==> src/rtl/pc_gen_pkg.sv <==
// Shared types and constants for the npc program-counter generator.
package pc_gen_pkg;

    localparam int unsigned BR_TYPE_W = 4;

    localparam logic [31:0] DEFAULT_RESET_PC = 32'h8000_0000;

    // Sequential fetch always advances one 32-bit word; compressed stepping is
    // handled inside fetch.
    localparam int unsigned PC_STEP = 4;

    typedef enum logic [BR_TYPE_W-1:0] {
        BrNone = 4'd0,
        BrJal  = 4'd1,
        BrJalr = 4'd2,
        BrBeq  = 4'd3,
        BrBne  = 4'd4,
        BrBlt  = 4'd5,
        BrBge  = 4'd6,
        BrBltu = 4'd7,
        BrBgeu = 4'd8
    } br_type_e;

endpackage

==> src/rtl/pc_gen_unit_if.sv <==
// Execute/trap redirect inputs and fetch-request outputs of pc_gen_unit.
interface pc_gen_unit_if
    import pc_gen_pkg::*;
#(
    parameter int unsigned PC_W = 32,
    parameter int unsigned XLEN = 64
);
    logic                 if_ready;
    logic                 br_valid;
    logic [BR_TYPE_W-1:0] br_type;
    logic                 br_eq;
    logic                 br_lt;
    logic                 br_ltu;
    logic [PC_W-1:0]      br_pc;
    logic [XLEN-1:0]      br_src1;
    logic [XLEN-1:0]      br_imm;
    logic                 trap_valid;
    logic [PC_W-1:0]      trap_pc;

    logic [PC_W-1:0]      pc;
    logic                 pc_valid;
    logic                 flush;
    logic                 br_taken;
    logic                 misalign_exc;
    logic [PC_W-1:0]      misalign_tval;

    modport master (
        output if_ready, br_valid, br_type, br_eq, br_lt, br_ltu, br_pc, br_src1, br_imm,
               trap_valid, trap_pc,
        input  pc, pc_valid, flush, br_taken, misalign_exc, misalign_tval
    );

    modport slave (
        input  if_ready, br_valid, br_type, br_eq, br_lt, br_ltu, br_pc, br_src1, br_imm,
               trap_valid, trap_pc,
        output pc, pc_valid, flush, br_taken, misalign_exc, misalign_tval
    );

endinterface

==> src/rtl/pc_target_calc.sv <==
// Combinational branch resolution: taken decision, target address and
// alignment check. Assumes PC_W < XLEN.
module pc_target_calc
    import pc_gen_pkg::*;
#(
    parameter int unsigned PC_W  = 32,
    parameter int unsigned XLEN  = 64,
    parameter bit          C_EXT = 1'b0
) (
    input  logic                 br_valid,
    input  logic [BR_TYPE_W-1:0] br_type,
    input  logic                 br_eq,
    input  logic                 br_lt,
    input  logic                 br_ltu,
    input  logic [PC_W-1:0]      br_pc,
    input  logic [XLEN-1:0]      br_src1,
    input  logic [XLEN-1:0]      br_imm,
    output logic                 taken,
    output logic [PC_W-1:0]      target,
    output logic                 misaligned
);

    logic [XLEN-1:0] jalr_sum;
    logic            cond;
    logic            unused_sum;

    assign jalr_sum   = br_src1 + br_imm;
    assign unused_sum = ^{jalr_sum[XLEN-1:PC_W], jalr_sum[0]};

    always_comb begin
        cond   = 1'b0;
        target = br_pc + br_imm[PC_W-1:0];
        case (br_type)
            BrJal:  cond = 1'b1;
            BrJalr: begin
                cond   = 1'b1;
                target = {jalr_sum[PC_W-1:1], 1'b0};
            end
            BrBeq:  cond = br_eq;
            BrBne:  cond = !br_eq;
            BrBlt:  cond = br_lt;
            BrBge:  cond = !br_lt;
            BrBltu: cond = br_ltu;
            BrBgeu: cond = !br_ltu;
            default: cond = 1'b0;
        endcase
    end

    assign taken      = br_valid && cond;
    assign misaligned = C_EXT ? target[0] : target[1];

endmodule

==> src/rtl/pc_gen_unit.sv <==
// Fetch PC register with trap > branch > misalign-hold > sequential priority
// and registered flush / br_taken / misalign pulses.
module pc_gen_unit
    import pc_gen_pkg::*;
#(
    parameter int unsigned     PC_W     = 32,
    parameter int unsigned     XLEN     = 64,
    parameter logic [PC_W-1:0] RESET_PC = PC_W'(DEFAULT_RESET_PC),
    parameter bit              C_EXT    = 1'b0
) (
    input logic           clk,
    input logic           rst_n,
    pc_gen_unit_if.slave  bus
);

    logic            taken;
    logic [PC_W-1:0] target;
    logic            misaligned;

    logic [PC_W-1:0] pc_q, pc_d;
    logic            pc_valid_q, pc_valid_d;
    logic            flush_q, flush_d;
    logic            br_taken_q, br_taken_d;
    logic            mis_q, mis_d;
    logic [PC_W-1:0] tval_q, tval_d;

    pc_target_calc #(
        .PC_W  (PC_W),
        .XLEN  (XLEN),
        .C_EXT (C_EXT)
    ) u_target_calc (
        .br_valid   (bus.br_valid),
        .br_type    (bus.br_type),
        .br_eq      (bus.br_eq),
        .br_lt      (bus.br_lt),
        .br_ltu     (bus.br_ltu),
        .br_pc      (bus.br_pc),
        .br_src1    (bus.br_src1),
        .br_imm     (bus.br_imm),
        .taken      (taken),
        .target     (target),
        .misaligned (misaligned)
    );

    always_comb begin
        pc_d       = pc_q;
        pc_valid_d = 1'b1;
        flush_d    = 1'b0;
        br_taken_d = 1'b0;
        mis_d      = 1'b0;
        tval_d     = tval_q;
        if (bus.trap_valid) begin
            pc_d    = bus.trap_pc;
            flush_d = 1'b1;
        end else if (taken && !misaligned) begin
            pc_d       = target;
            flush_d    = 1'b1;
            br_taken_d = 1'b1;
        end else if (taken) begin
            // Hold pc; the trap unit redirects with trap_valid afterwards.
            mis_d  = 1'b1;
            tval_d = target;
        end else if (pc_valid_q && bus.if_ready) begin
            pc_d = pc_q + PC_W'(PC_STEP);
        end
    end

    always_ff @(posedge clk) begin
        if (!rst_n) begin
            pc_q       <= RESET_PC;
            pc_valid_q <= 1'b0;
            flush_q    <= 1'b0;
            br_taken_q <= 1'b0;
            mis_q      <= 1'b0;
            tval_q     <= '0;
        end else begin
            pc_q       <= pc_d;
            pc_valid_q <= pc_valid_d;
            flush_q    <= flush_d;
            br_taken_q <= br_taken_d;
            mis_q      <= mis_d;
            tval_q     <= tval_d;
        end
    end

    assign bus.pc            = pc_q;
    assign bus.pc_valid      = pc_valid_q;
    assign bus.flush         = flush_q;
    assign bus.br_taken      = br_taken_q;
    assign bus.misalign_exc  = mis_q;
    assign bus.misalign_tval = tval_q;

endmodule

==> src/flat_wrapper.sv <==
// flat-port wrapper written by rule: the top's interface ports become plain ports
module pc_gen_unit_flat import pc_gen_pkg::*;
#(
    parameter int unsigned     PC_W     = 32,
    parameter int unsigned     XLEN     = 64,
    parameter logic [PC_W-1:0] RESET_PC = PC_W'(DEFAULT_RESET_PC),
    parameter bit              C_EXT    = 1'b0
)
  (clk, rst_n, bus_if_ready, bus_br_valid, bus_br_type, bus_br_eq, bus_br_lt, bus_br_ltu, bus_br_pc, bus_br_src1, bus_br_imm, bus_trap_valid, bus_trap_pc, bus_pc, bus_pc_valid, bus_flush, bus_br_taken, bus_misalign_exc, bus_misalign_tval);
  pc_gen_unit_if #(.PC_W(PC_W), .XLEN(XLEN)) bus_i ();
  input logic clk;
  input logic rst_n;
  input wire logic [$bits(bus_i.if_ready)-1:0] bus_if_ready;
  input wire logic [$bits(bus_i.br_valid)-1:0] bus_br_valid;
  input wire logic [$bits(bus_i.br_type)-1:0] bus_br_type;
  input wire logic [$bits(bus_i.br_eq)-1:0] bus_br_eq;
  input wire logic [$bits(bus_i.br_lt)-1:0] bus_br_lt;
  input wire logic [$bits(bus_i.br_ltu)-1:0] bus_br_ltu;
  input wire logic [$bits(bus_i.br_pc)-1:0] bus_br_pc;
  input wire logic [$bits(bus_i.br_src1)-1:0] bus_br_src1;
  input wire logic [$bits(bus_i.br_imm)-1:0] bus_br_imm;
  input wire logic [$bits(bus_i.trap_valid)-1:0] bus_trap_valid;
  input wire logic [$bits(bus_i.trap_pc)-1:0] bus_trap_pc;
  output wire logic [$bits(bus_i.pc)-1:0] bus_pc;
  output wire logic [$bits(bus_i.pc_valid)-1:0] bus_pc_valid;
  output wire logic [$bits(bus_i.flush)-1:0] bus_flush;
  output wire logic [$bits(bus_i.br_taken)-1:0] bus_br_taken;
  output wire logic [$bits(bus_i.misalign_exc)-1:0] bus_misalign_exc;
  output wire logic [$bits(bus_i.misalign_tval)-1:0] bus_misalign_tval;
  assign bus_i.if_ready = bus_if_ready;
  assign bus_i.br_valid = bus_br_valid;
  assign bus_i.br_type = bus_br_type;
  assign bus_i.br_eq = bus_br_eq;
  assign bus_i.br_lt = bus_br_lt;
  assign bus_i.br_ltu = bus_br_ltu;
  assign bus_i.br_pc = bus_br_pc;
  assign bus_i.br_src1 = bus_br_src1;
  assign bus_i.br_imm = bus_br_imm;
  assign bus_i.trap_valid = bus_trap_valid;
  assign bus_i.trap_pc = bus_trap_pc;
  assign bus_pc = bus_i.pc;
  assign bus_pc_valid = bus_i.pc_valid;
  assign bus_flush = bus_i.flush;
  assign bus_br_taken = bus_i.br_taken;
  assign bus_misalign_exc = bus_i.misalign_exc;
  assign bus_misalign_tval = bus_i.misalign_tval;
  pc_gen_unit #(.PC_W(PC_W), .XLEN(XLEN), .RESET_PC(RESET_PC), .C_EXT(C_EXT)) u_core (.clk(clk), .rst_n(rst_n), .bus(bus_i));
endmodule
==> config.mk <==
export PLATFORM = sky130hd
export DESIGN_NAME = pc_gen_unit_flat
export DESIGN_NICKNAME = d
export VERILOG_FILES = /design/src/rtl/pc_gen_pkg.sv /design/src/rtl/pc_gen_unit_if.sv /design/src/rtl/pc_target_calc.sv /design/src/rtl/pc_gen_unit.sv /design/src/flat_wrapper.sv
export SDC_FILE = /design/constraint.sdc
export NUM_CORES = 1
export LEC_CHECK = 0
export ABC_AREA = 1
export CAP_MARGIN = 20
export CELL_PAD_IN_SITES_DETAIL_PLACEMENT = 0
export CELL_PAD_IN_SITES_GLOBAL_PLACEMENT = 1
export CORE_UTILIZATION = 31
export DETAILED_ROUTE_END_ITERATION = 16
export PLACE_DENSITY = 0.91
export SYNTH_ARGS = -nofsm -noshare
export SYNTH_HDL_FRONTEND = slang
export SYNTH_SLANG_ARGS = --single-unit
==> constraint.sdc <==
create_clock -name clk -period 3.14 [get_ports clk]
set_input_delay 0.942 -clock clk [delete_from_list [all_inputs] [get_ports clk]]
set_output_delay 0.942 -clock clk [all_outputs]
set_load 0.02 [all_outputs]
== Yosys cells after proc, flatten, opt, wreduce, memory -nomap -nowiden ==
Cells that the tools add are included.
Operators by class
  $add $sub $neg: 3
  eq/ne operators: 9
  mux-type cells: 10
  bitwise logic cells: 3
  reductions and logical operators: 13
Operators with widths (number)
  32-bit two-way mux: 5
  32-bit adder: 2
  32-bit by 3-bit adder with 32-bit output (second input constant): 1
  4-bit by 3-bit equality test with 1-bit output (second input constant): 4
  4-bit by 2-bit equality test with 1-bit output (second input constant): 2
  1-bit case mux with 7 select lines: 1
  4-bit by 1-bit equality test with 1-bit output (second input constant): 1
  4-bit equality test (second input constant): 1
  1-bit logical NOT: 4
  1-bit two-way mux: 4
  2-bit OR reduction: 2
  1-bit logical AND: 3
  3-bit inequality test (second input constant): 1
  1-bit inverter: 3
  3-bit AND reduction: 1
  3-bit nonzero test: 1
  3-bit OR reduction: 1
  2-bit AND reduction: 1
Storage, ports and cells
  register bits: 68
  input port bits: 204
  output and inout port bits: 68
  logic and storage cells: 44

== Depth between registers and ports, before layout ==
  word-level depth: 7
  depth in mapped cells: 18
  depth with buffers taken out: 18

== Cells and area by module ==
A second synthesis with hierarchy kept.
Second synthesis, totals
  cells, all modules: 1752
  area total of the unflattened synthesis: 9131.3 um^2
By module, submodules not included
  pc_target_calc: instances 1, cells each 1096, area an instance 5129.9 um^2, seq. area each 0.0 um^2
  pc_gen_unit: instances 1, cells each 656, area an instance 4001.3 um^2, seq. area each 1361.3 um^2

== Least setup slack after synthesis ==
No wires, ideal clock.
  path type: input -> register
  start: input port bus_br_imm[0]
  end: register u_core.pc_q[28] (netlist: u_core.bus.pc[28])
  library setup time: 0.071 ns
  arrival: 2.596 ns
  data required time: 3.069 ns
  slack: 0.473 ns
  stages: 11
  buffers on the path: 1
  cell sequence: ha_1 -> fa_1 -> or2_1 -> o21ai_2 -> nand3_4 -> nand2_4 -> buf_4 -> a21oi_1 -> a21oi_1 -> nand2_1 -> a21oi_1
Between the ends
  word-level cells in the longest chain between the ends: 6
  elaborated cells between the ends (all ways): 10
  those cells by class: add/sub (2); eq/ne (1); mux (3); reduce/logical (4)
RTL lines
  from (decl): RTL line flat_wrapper.sv:21  | input wire logic [$bits(bus_i.br_imm)-1:0] bus_br_imm;
  32-bit adder (on tied branches): RTL line pc_target_calc.sv:32, pc_target_calc.sv:27
  32-bit two-way mux (*): RTL line pc_target_calc.sv:33  | case (br_type)
  1-bit logical NOT: RTL line pc_gen_unit.sv:55  | end else if (taken && !misaligned) begin
  1-bit logical AND: RTL line pc_gen_unit.sv:55
  3-bit inequality test (no source line), or another cell as far along
  2-bit AND reduction (no source line) / 32-bit two-way mux (equally long branches)
  to (signal assigned): RTL line pc_gen_unit.sv:77  | pc_q <= pc_d;
  to (decl): RTL line pc_gen_unit.sv:20  | logic [PC_W-1:0] pc_q, pc_d;
Every way passes the cells marked *; elsewhere a longest branch is shown, timed or not.
A chain may end at the register's enable or synchronous reset.

== Worst setup path in the final report ==
  start: input port bus_br_imm[16]
  end: register u_core.pc_q[23] (netlist: u_core.bus.pc[23])
Between the ends
  word-level cells in the longest chain between the ends: 4
  elaborated cells between the ends (all ways): 5
  those cells by class: add/sub (2); mux (3)
RTL lines
  32-bit adder (on tied branches): RTL line pc_target_calc.sv:32, pc_target_calc.sv:27
  32-bit two-way mux (*): RTL line pc_target_calc.sv:33
  32-bit two-way mux (*): RTL line pc_gen_unit.sv:55
  32-bit two-way mux (*): RTL line pc_gen_unit.sv:52  | if (bus.trap_valid) begin
Marks and branches as above.

==> results.cfg <==
[route]
vias = 10500
firstDrtPassIters = 5
antenna_left = 0
wire_per_inst_um = 15.61
initialDrtViolationCount = 771
wirelength_mm = 32.88
drc = 0
vias_per_cell = 4.987

[place]
hpwl_mm = 27.55
place_area_um2 = 11730
place_worst_setup_slack_ns = -0.3492
io_buffers = 207
finalWeightedCongestion = 0.9324
place_inst = 2088

[global_route]
grt_pass1_vias = 10020
grt_max_degree = 50
grt_overflow = 0
grt_pass1_wl_mm = 51.38
antenna_found_initial = 0
track_usage_pct = 24.68

[synth]
synth_cell_types = 45
muxShareOfSynthArea_pct = 0.2471
synth-compound-area-share_pct = 17.90
synth-simple-area-share_pct = 40.93
synth_warnings = 0
ys_seq_area_share_pct = 16.81
synth_cells = 1420
synth_top_family_by_area = simple AND/OR/NAND/NOR gates
synth_area_um2 = 8100
ys_ff_latch = 68
synth_nets = 1688
synth_adder_area_share_pct = 10.07
syn_avg_cell_area_um2 = 5.704
synth_xor_area_share_pct = 2.919

[final_layout]
design_area_um2 = 12270
insertedDiodeCount = 0
fin_util_pct = 48.30
nNetsFinal = 2039
fillers = 2704
final_cells = 2106
area_delta_synth_final_pct = 51.44
final_layout_size_suffix_gt1_share_pct = 14.08

[power_and_ir_drop]
vdd_drop_max_mv = 0.2114
power.leakage_nw = 5.868
powerDensity_nw_per_um2 = 318.4

[die]
initial_core_util_pct = 31.89
row_count = 58
die_h_um = 163.6
placeableCoreArea_um2 = 25400
io_pins = 272
die_w_um = 163.6
dieArea_um2 = 26780

[clock_network]
clock-sinks = 68
cts_made_buffers = 9
clk_pin_slew_worst_paths_ns = 0.07
cts_max_path_buffers = 2
hold_buffers = 0
clk_latency_ns = 0.35
cts-root-buf = clkbuf_16
htreeDepth = 3
cts_tree = yes

[sta]
max_freq_mhz = 332.9
slew_headroom_pct = 53.23
setup_viol = 0
final_hold_viol_count = 0
holdWs_ns = 0.4681
finClkSkew_ns = 0.01262
post-route-min-period_ns = 3.004
layout_setup_ws_ns = 0.1358
fin_crit_sh_pct = 95.67
tightestPinTransition_ns = 0.6951
rsz0062_at_grt = yes
slew_viol_final = 0

[critical_path]
cp-end-kind = flop
cp.required_ns = 3.39
startpoint_type = primary input
worstSetupPathType = in -> reg
worst-path-max-fanout = 4
cp.arrival_ns = 3.26

[run_status]
outcome = completed

[worst_hold_path]
min_path_type = reg -> reg

[job]
drv_cap = 0
-- metrics by stage --
| stage | setup TNS [ns] | power (W) |
|---|---|---|
| floorplan | 0 | 0.001917 |
| detailed placement | -14.44 | 0.002800 |
| CTS | 0 | 0.003858 |
| global route | -0.09156 | 0.004147 |
| global placement | -11.49 | 0.002784 |
| finish | 0 | 0.003905 |
-- flip-flops by register name, summed over array words and instances, names as in the netlist --
register / flops
u_core.bus.br_taken: 1
u_core.bus.flush: 1
u_core.bus.pc_valid: 1
u_core.bus.pc: 32
u_core.bus.misalign_exc: 1
u_core.bus.misalign_tval: 32
-- routing by layer --
metal  wire, µm  global-route usage [%]  up-vias
li1           -                       -     5378
met1      14970                   32.93     4705
met2      14810                   40.95      358
met3       2013                   2.666       61
met4       1082                   8.544        0
met5          0                       0        -
-- cell usage in the layout, fill, tap and decap left out, types with 18 or more instances in the layout --
| master | n |
|---|---|
| dfxtp_1 | 68 |
| nor2_1 | 150 |
| clkdlybuf4s50_1 | 203 |
| inv_1 | 190 |
| nor3_1 | 18 |
| a21oi_1 | 111 |
| o21ai_0 | 50 |
| o211ai_1 | 22 |
| nand2_1 | 397 |
| ha_1 | 52 |
| o21ai_1 | 19 |
| nand3_1 | 125 |
| buf_4 | 158 |
-- repair_timing --
| action | 4_1_cts | 5_1_grt |
|---|---|---|
| setup buffers | 0 | 2 |
| endpoints found under the setup margin | 0 | 43 |
| resized for setup | 0 | 53 |
| endpoints found under the hold margin | 0 | 0 |
-- report_power, final --
part / switching [W] / leakage, nW / internal, W
Sequential: 0.0000770 / 0.558 / 0.000919
Clock: 0.000429 / 0.147 / 0.000626
Combinational: 0.000986 / 5.16 / 0.000868
Total: 0.00149 / 5.87 / 0.00241
-- worst max-delay path, stage by stage --
cell and delay [ns]:
clkdlybuf4s50_1 0.51, ha_2 0.33, nand2_1 0.08, nand2_1 0.07, a21oi_1 0.19, nor2_1 0.08
nor2_2 0.14, buf_4 0.14, nand3_1 0.07, nand2_1 0.06, nand3_1 0.10, nand2_1 0.22
nand2_1 0.09, nand3_1 0.08, nand2_1 0.05, a21oi_1 0.11
-- Yosys cell counts, drive strengths merged --
library cell    n  area (µm²)
nand2         415        1568
inv           197       739.5
nor2          157       611.8
nand3         130       685.7
a21oi         119       595.6
o21ai          71       359.1
dfxtp          68        1361
ha             62       775.7
nor3           23       125.1
o211ai         22       165.2
nand4          17       118.9
xor2           17       148.9
buf            16       93.84
clkbuf         16       60.06
nand3b         14       105.1
o21bai         11       82.58
o21a           10       75.07
xnor2          10       87.58
o221ai          9       78.83
or2             6       37.54
a31oi           5       31.28
nor4            4       25.02
o22ai           4       25.02
a21o            3       22.52
and3            3       18.77
and2            2       12.51
clkinv          2       7.510
fa              2       40.04
mux2i           2       20.02
o31ai           2       15.01
nor3b           1       7.510
-- path summary, 6_finish.rpt --
check	endpoint	depth (start not counted)	slack, ns	from
max	u_core.bus.pc[23]	16	0.14	bus_br_imm[16]
min	u_core.bus.pc[1]	2	0.47	u_core.bus.pc[1]
max reg2reg	u_core.bus.pc[28]	11	0.86	u_core.bus.pc[2]
min reg2reg	u_core.bus.pc[1]	2	0.47	u_core.bus.pc[1]
-- kinds of logic after synthesis --
family / after synthesis
compound gates: 256
simple gates: 772
fa+ha+maj: 64
buf+inv: 231
xor+xnor: 27
flops: 68
mux: 2
-- final cells by class --
cell class / count / area [µm²] / area share (%)
clock inverter: 7 / 81.33 / 0.6630
inverter: 199 / 747.0 / 6.089
tap: 330 / 412.9 / 3.366
timing repair buffer: 372 / 3400 / 27.71
multi-input combinational: 1121 / 6040 / 49.23
clock buffer: 9 / 225.2 / 1.836
sequential: 68 / 1361 / 11.10
Power figures use the tool's default switching activity.
